## src/rtl/pc_ctrl_pkg.sv

```systemverilog
// Shared types and constants for the PC / fetch controller.
// Included by pc_target_calc and pc_fetch_ctrl.
package pc_ctrl_pkg;

  typedef enum logic [1:0] {
    BOOT,
    FETCH,
    EXEC,
    HALT
  } state_t;

  typedef enum logic [1:0] {
    SEL_SEQ,
    SEL_BR,
    SEL_J,
    SEL_JR
  } sel_t;

  localparam logic [31:0] PC_INCR = 32'd4;
  localparam int JUMP_HI_BITS = 4;

endpackage

```

## src/rtl/ShiftLeft2.sv

```systemverilog
// Word-to-byte offset scaling (multiply by 4).
// Shared helper used by the branch target path.
module ShiftLeft2 (
  input  logic [31:0] val,
  output logic [31:0] shifted
);

  assign shifted = val << 2;

endmodule

```

## src/rtl/SignExtend.sv

```systemverilog
// Sign-extends a 16-bit immediate to 32 bits.
// Shared helper used by the branch target path.
module SignExtend (
  input  logic [15:0] imm,
  output logic [31:0] ext
);

  assign ext = {{16{imm[15]}}, imm};

endmodule

```

## src/rtl/pc_target_calc.sv

```systemverilog
// Combinational next-PC candidates: pc+4, branch and jump.
// Fields come from the latched instruction word.
module pc_target_calc
  import pc_ctrl_pkg::*;
(
  input  logic [31:0] pc,
  input  logic [25:0] index,
  output logic [31:0] pc_plus4,
  output logic [31:0] br_target,
  output logic [31:0] j_target
);

  logic [31:0] offset;
  logic [31:0] offset_sh;

  SignExtend u_sext (
    .imm (index[15:0]),
    .ext (offset)
  );

  ShiftLeft2 u_sl2 (
    .val     (offset),
    .shifted (offset_sh)
  );

  assign pc_plus4  = pc + PC_INCR;
  assign br_target = pc_plus4 + offset_sh;
  assign j_target  = {pc_plus4[31 -: JUMP_HI_BITS],
                      index, 2'b00};

endmodule

```

## src/rtl/pc_fetch_ctrl.sv

```systemverilog
// PC owner and fetch sequencer: BOOT/FETCH/EXEC/HALT.
// Optional delay slot via `BRANCH_DELAY_SLOT_EN.
module pc_fetch_ctrl
  import pc_ctrl_pkg::*;
#(
  parameter logic [31:0] RESET_PC    = 32'h0000_0000,
  parameter bit          CHECK_ALIGN = 1'b1
) (
  input  logic        clk,
  input  logic        reset,
  output logic        imem_req,
  output logic [31:0] imem_addr,
  input  logic        imem_ack,
  input  logic [31:0] imem_rdata,
  output logic [31:0] instr,
  output logic        instr_valid,
  input  logic        commit,
  input  logic        is_branch,
  input  logic        branch_cond,
  input  logic        is_jump,
  input  logic        is_jr,
  input  logic [31:0] rs_val,
  output logic [31:0] pc,
  output logic [31:0] pc_plus4,
  output logic        misalign_err
);

  state_t      state;
  state_t      state_nxt;
  sel_t        sel;
  logic [31:0] br_target;
  logic [31:0] j_target;
  logic [31:0] target_raw;
  logic [31:0] target;
  logic [31:0] pc_nxt;
  logic        redirect;
  logic        bad;
  logic        ack_take;
  logic        commit_take;
  logic        halt_take;

`ifdef BRANCH_DELAY_SLOT_EN
  logic        pending_v;
  logic        pending_v_nxt;
  logic [31:0] pending_target;
  logic [31:0] pending_target_nxt;
`endif

  pc_target_calc u_calc (
    .pc        (pc),
    .index     (instr[25:0]),
    .pc_plus4  (pc_plus4),
    .br_target (br_target),
    .j_target  (j_target)
  );

  assign imem_req  = (state == FETCH);
  assign imem_addr = pc;

  // Priority select of the control-transfer source
  always_comb begin
    sel = SEL_SEQ;
    if (is_jr)
      sel = SEL_JR;
    else if (is_jump)
      sel = SEL_J;
    else if (is_branch && branch_cond)
      sel = SEL_BR;
  end

  // Candidate mux and alignment check
  always_comb begin
    target_raw = pc_plus4;
    unique case (sel)
      SEL_SEQ: target_raw = pc_plus4;
      SEL_BR:  target_raw = br_target;
      SEL_J:   target_raw = j_target;
      SEL_JR:  target_raw = rs_val;
      default: target_raw = pc_plus4;
    endcase
    redirect = (sel != SEL_SEQ);
    bad      = CHECK_ALIGN
             && (target_raw[1:0] != 2'b00);
    target   = {target_raw[31:2], 2'b00};
  end

  // Next state and register-update strobes
  always_comb begin
    state_nxt   = state;
    pc_nxt      = pc;
    ack_take    = 1'b0;
    commit_take = 1'b0;
    halt_take   = 1'b0;
`ifdef BRANCH_DELAY_SLOT_EN
    pending_v_nxt      = pending_v;
    pending_target_nxt = pending_target;
`endif
    unique case (state)
      BOOT: state_nxt = FETCH;
      FETCH: begin
        if (imem_ack) begin
          ack_take  = 1'b1;
          state_nxt = EXEC;
        end
      end
      EXEC: begin
        if (commit) begin
          commit_take = 1'b1;
`ifdef BRANCH_DELAY_SLOT_EN
          if (pending_v) begin
            pc_nxt        = pending_target;
            pending_v_nxt = 1'b0;
            state_nxt     = FETCH;
          end else if (redirect && bad) begin
            halt_take = 1'b1;
            state_nxt = HALT;
          end else begin
            pc_nxt    = pc_plus4;
            state_nxt = FETCH;
            if (redirect) begin
              pending_v_nxt      = 1'b1;
              pending_target_nxt = target;
            end
          end
`else
          if (bad) begin
            halt_take = 1'b1;
            state_nxt = HALT;
          end else begin
            pc_nxt    = target;
            state_nxt = FETCH;
          end
`endif
        end
      end
      HALT: state_nxt = HALT;
      default: state_nxt = BOOT;
    endcase
  end

  // State, PC and instruction registers
  always_ff @(posedge clk) begin
    if (reset) begin
      state        <= BOOT;
      pc           <= RESET_PC;
      instr        <= '0;
      instr_valid  <= 1'b0;
      misalign_err <= 1'b0;
`ifdef BRANCH_DELAY_SLOT_EN
      pending_v      <= 1'b0;
      pending_target <= '0;
`endif
    end else begin
      state <= state_nxt;
      if (ack_take) begin
        instr       <= imem_rdata;
        instr_valid <= 1'b1;
      end
      if (commit_take) begin
        instr_valid <= 1'b0;
        pc          <= pc_nxt;
      end
      if (halt_take)
        misalign_err <= 1'b1;
`ifdef BRANCH_DELAY_SLOT_EN
      pending_v      <= pending_v_nxt;
      pending_target <= pending_target_nxt;
`endif
    end
  end

endmodule

```

## config.mk

```make
export PLATFORM = sky130hd
export DESIGN_NAME = pc_fetch_ctrl
export DESIGN_NICKNAME = d
export VERILOG_FILES = /design/src/rtl/pc_ctrl_pkg.sv /design/src/rtl/ShiftLeft2.sv /design/src/rtl/SignExtend.sv /design/src/rtl/pc_target_calc.sv /design/src/rtl/pc_fetch_ctrl.sv
export SDC_FILE = /design/constraint.sdc
export NUM_CORES = 1
export LEC_CHECK = 0
export BUFFER_PORTS_ARGS = -buffer_cell sky130_fd_sc_hd__clkbuf_2
export CORE_MARGIN = 10
export CORE_UTILIZATION = 35
export CTS_CLUSTER_SIZE = 20
export DETAILED_ROUTE_END_ITERATION = 12
export PLACE_DENSITY = 0.69
export SLEW_MARGIN = 20
export SYNTH_ARGS = -nofsm -noshare
export SYNTH_HDL_FRONTEND = slang
export SYNTH_SLANG_ARGS = --single-unit
```

## constraint.sdc

```tcl
create_clock -name clk -period 4.85 [get_ports clk]
set_input_delay 0.7275 -clock clk [delete_from_list [all_inputs] [get_ports clk]]
set_output_delay 0.7275 -clock clk [all_outputs]
set_load 0.005 [all_outputs]
```

After elaboration in Yosys (flattened, before gate mapping)
Index checks and enable logic that the tools add are counted.

operators by class
  add/subtract/negate cells = 2
  equality and inequality tests = 8
  mux-type cells = 15
  bitwise logic cells = 1
  reductions and logical operators = 7

operators by type and width
  kind                     number
  $pmux W32 S4             1
  $add A32 B3 Y32 const B  1
  $add A32 B32 Y32         1
  $mux W2                  5
  $eq A2 B2 Y1 const B     4
  $mux W1                  8
  $pmux W2 S4              1
  $eq A2 B1 Y1 const B     2
  $logic_not A2 Y1         2
  $reduce_and A4 Y1        1
  $ne A2 B1 Y1 const B     1
  $ne A2 B2 Y1 const B     1
  $reduce_and A2 Y1        1
  $reduce_bool A2 Y1       1
  $reduce_or A2 Y1         1
  $logic_and A1 B1 Y1      1
  $not A1 Y1               1

storage, ports and cells
  register bits = 66
  bits of input ports = 72
  output and inout bits = 131
  word-level logic and storage cells = 38

Longest topological paths before layout
  depth in word-level cells = 10
  gate-level depth with buffers = 16
  gate-level depth less buffers = 16

Cells and area by module
From an unflattened synthesis, not the netlist that was laid out.

unflattened totals
  cells, all modules = 872
  area total of the unflattened synthesis = 6920.4 sq um

modules (own cells, without submodules)
  module          instances  cells each  area an instance (sq um)  seq. area each (sq um)
  pc_fetch_ctrl   1          469         3945.0                    1321.3
  pc_target_calc  1          338         2491.1                    0.0
  ShiftLeft2      1          33          244.0                     0.0
  SignExtend      1          32          240.2                     0.0

Worst setup path before layout
Ideal clock, no wire load.

  kind = flip-flop to flip-flop
  from = register pc[2], in the netlist imem_addr[2]
  to = register pc[30], in the netlist imem_addr[30]
  library setup time = 74 ps
  data arrival time = 3246 ps
  data required time = 4776 ps
  setup slack = 1530 ps
  cell stages (with the launch flop) = 16
  buffers on the path = 0
  clock period less this slack = 3320 ps
  cells stage by stage = dfxtp_1 > ha_1 > nand2_1 > nor2_1 > and4_1 > and3_1 > and3_1 > xnor2_1 > ha_1 > and4_1 > a211oi_1 > nor2b_1 > o21ai_2 > and2_1 > or4_1 > a31oi_1

on the way
  longest elaborated chain between the ends = 3

ends and longest elaborated chain
  element                 RTL line              RTL
  from (decl)             pc_fetch_ctrl.sv:23   output logic [31:0] pc,
  from (signal assigned)  pc_fetch_ctrl.sv:161  pc <= pc_nxt;
  $add A32 B3 Y32         pc_target_calc.sv:26  assign pc_plus4 = pc + PC_INCR;
  named net pc_plus4[18]  pc_fetch_ctrl.sv:24   output logic [31:0] pc_plus4,
  $add A32 B32 Y32        pc_target_calc.sv:27  assign br_target = pc_plus4 + offset_sh;
  $pmux W32 S4            pc_fetch_ctrl.sv:74   unique case (sel)

The timed path passes the listed nets, and every way through them passes these cells.
A chain may end at the register's enable or synchronous reset.

Worst setup path after layout
  from = register pc[2], in the netlist imem_addr[2]
  to = register pc[29], in the netlist imem_addr[29]

on the way
  longest elaborated chain between the ends = 3

ends and longest elaborated chain
  element            RTL line
  $add A32 B3 Y32 *  pc_target_calc.sv:26
  $add A32 B32 Y32   pc_target_calc.sv:27
  $pmux W32 S4 *     pc_fetch_ctrl.sv:74

Every way passes the cells marked *; elsewhere a longest branch is shown, timed or not.

==> results.yml <==
route:
  route.met2.wl_um: 10480
  vias: 6394
  viasPerCell: 5.493
  routed_wl_um: 23030
  drtIter0Drc: 368
  wl_met1_um: 10030
  routedWlPerCell_um: 19.79
  drc: 0
  wl_met3_um: 2100
  ant_nets: 0
  detail_route.first_pass.iterations: 5
  highest_layer: "met4"
worst_setup_path:
  cp.required_ns: 5.08
  critPathMaxFanout: 8
  crit_buf_inv: 0
  cp_top_family: "simple AND/OR/NAND/NOR gates"
  reg2reg_from: "imem_addr[2]"
  rr_worst_depth: 14
  crit_path_end_kind: "register"
  worstPathArrival_ns: 4.21
  rrSetupSlack_ns: 0.87
  cp_cell_sequence: "ha_1, nand2_1, nor2_1, and4_1, and3_1, and3_1, xnor2_1, ha_1, nand4_1, a2111oi_2, o21ai_1, o21ai_2, mux2i_1, a221o_1"
  r2r-end: "imem_addr[29]"
  max_stage_delay_ns: 0.51
  start_kind: "register"
  slowest_stage: "dfxtp_1"
  worstSetupPathType: "reg -> reg"
final_layout:
  finalNonFillerCells: 1164
  final_layout_size_suffix_gt1_frac: 0.2500
  antenna_cells: 0
  finalNetCount: 1051
  layout-area-overhead-vs-synth_pct: 21.28
  fin_area_um2: 6889
worst_hold_path:
  hold_class: "reg -> reg"
  min_path_cells: 2
  min_from: "instr[26]"
  hold_path_end: "instr[26]"
synth:
  synth_ff_type: "dfxtp_1"
  ys_top_cells_by_count: "nand2_1, a21oi_1, dfxtp_1"
  ys_seq_area_frac: 0.2326
  syn-cell-area_um2: 5680
  synth_top_family_by_area: "simple AND/OR/NAND/NOR gates"
  muxShareOfSynthArea: 0.008811
  ys_ff_latch: 66
  syn_avg_cell_area_um2: 7.127
  yosys_warnings: 0
  synth_edf_count: 0
  synth-simple-area-share: 0.2599
  ys_async_sr_fraction: 0
  synth_top_area_share: 0.2326
  syn_inst: 797
  synthMostInstantiatedCell: "nand2_1"
  synth-adder-area-share: 0.07841
  synth.distinct_cells: 66
  synth_area_leaders: "dfxtp_1, nand2_1, ha_1"
  synth_xor_area_frac: 0.06894
  synth_compound_area_frac: 0.2570
  yosysTopAreaCell: "dfxtp_1"
power_and_ir_drop:
  p_seq_frac: 0.397
  p_comb_frac: 0.175
  p_total_mw: 1.487
  p_sw_frac: 0.3036
  p_leak_nw: 3.117
  peakVddDrop_v: 0.0001513
  p_clk_frac: 0.428
  power_switching_uw: 451.5
  powerDensity_nw_per_um2: 215.9
  intPower_mw: 1.036
floorplanning:
  initial_utilization: 0.3576
  coreArea_um2: 15890
  chipHeight_um: 147.4
  die_x_um: 147.4
  row_count: 46
  die_area_um2: 21730
  io_pins: 203
timing:
  finClkSkew_ns: 0.008567
  clock.fmax_mhz: 251.3
  layout_worst_path_cycle_share: 0.8205
  relSlewSlack: 0.3635
  period_needed_ns: 3.980
  hold_viol_final: 0
  setup_tns_ns: 0
  rsz0062_at_grt: "false"
  maxSlewViolCount: 0
  worst_pin_slew_ns: 0.9512
  finalSetupViolations: 0
clock_network:
  cts-hold-fix-buffers: 0
  cts_setup_buffers: 0
  clkTransAtPathRegs_ns: 0.06
  numCtsBuffers: 9
  numClockSinks: 66
  clock-root-buffer: "clkbuf_16"
  htree_num_levels: 3
  cts_tree: "built"
  clockBufferDepth: 2
  clk_latency_ns: 0.35
  cts_resized: 0
global_routing:
  gr-total-overflow: 0
  grt_pass1_wl_um: 35410
  antenna_found_initial: 1
  grt.total_usage: 0.2038
  grt_pass1_vias: 6125
  grt_max_degree: 41
place:
  io_buffers: 196
  place_congestion: 0.9727
  dpl.cell_count: 1149
  postPlaceCellArea_um2: 6616
  hpwl_um: 17840
run_status:
  status: "finished clean"
flow_run:
  max_cap_viol_count: 0
## area by class of cell
cell class | count | area [um2]
clock buffers | 13 | 260.3
clock inverters | 2 | 12.51
fillers | 1729 | 8996
inverters | 26 | 97.59
multi-input cells | 632 | 3849
flip-flops and latches | 66 | 1321
well taps | 216 | 270.3
repair buffers | 209 | 1079
## routing by layer
layer	up-vias	global-route usage
met5	-	0
met4	0	0.05154
met3	30	0.06197
met2	281	0.3248
met1	2974	0.2621
li1	3109	-
## registers in the layout, indices dropped and copies added, names as in the netlist
| signal | cells |
|---|---|
| instr_valid | 1 |
| imem_addr | 30 |
| instr | 32 |
| state | 2 |
| misalign_err | 1 |
## power by group through the flow
stage | Clock, mW | Combinational, mW | Sequential (mW)
detailed placement | 0 | 0.259 | 0.603
global placement | 0 | 0.258 | 0.602
floorplan | 0 | 0.156 | 0.596
CTS | 0.641 | 0.260 | 0.591
global route | 0.670 | 0.289 | 0.594
finish | 0.636 | 0.260 | 0.591
## through the flow
stage	setup WS, ns	util	hold WS, ns
after detailed placement	0.9017	0.4165	0.4472
after global routing	0.5662	0.4337	0.4744
final	0.8704	0.4337	0.4507
after floorplan	1.530	-	0.4527
after CTS	0.8830	0.4337	0.4550
after global placement	0.9097	0.4165	0.4422
## cell families after synthesis
kind of cell,after synthesis
simple gates,314
mux,5
other cells,1
xor+xnor,43
flops,66
fa+ha+maj,35
compound gates,229
buf+inv,104
## layout by cell type, fill, tap and decap left out, types with 8 or more instances in the layout
master,instances
clkbuf_2,196
clkbuf_16,9
o21ai_0,43
xor2_1,9
nor2_1,62
nor3_1,19
a21oi_1,82
nand2b_1,8
dfxtp_1,66
xnor2_1,32
nand2_1,131
buf_4,13
ha_1,34
a211oi_1,12
a31oi_1,8
inv_1,26
and3_1,14
nand3_1,28
nand4_1,12
o211ai_1,14
## worst reg2reg max path, delay by kind of cell, from the launching register on
| family | cells | cell delay [ns] |
|---|---|---|
| adder cells (fa/ha/maj) | 2 | 0.71 |
| AND/OR/NAND/NOR | 6 | 1.33 |
| XOR/XNOR | 1 | 0.13 |
| multiplexers | 1 | 0.08 |
| AO/OA/AOI/OAI | 4 | 1.11 |
| flip-flops | 1 | 0.51 |
## how the worst max path moves through the flow
stage            startpoint            end  slack, ns  depth (start not counted)
6_report       imem_addr[2]  imem_addr[29]       0.87                         14
3_3_place_gp   imem_addr[2]  imem_addr[29]       0.91                         14
3_5_place_dp   imem_addr[2]  imem_addr[29]       0.90                         14
5_1_grt        imem_addr[2]  imem_addr[28]       0.57                         15
4_1_cts        imem_addr[2]  imem_addr[29]       0.88                         14
2_1_floorplan  imem_addr[2]  imem_addr[30]       1.53                         15
Note: power is estimated with default switching activity, not from simulation.
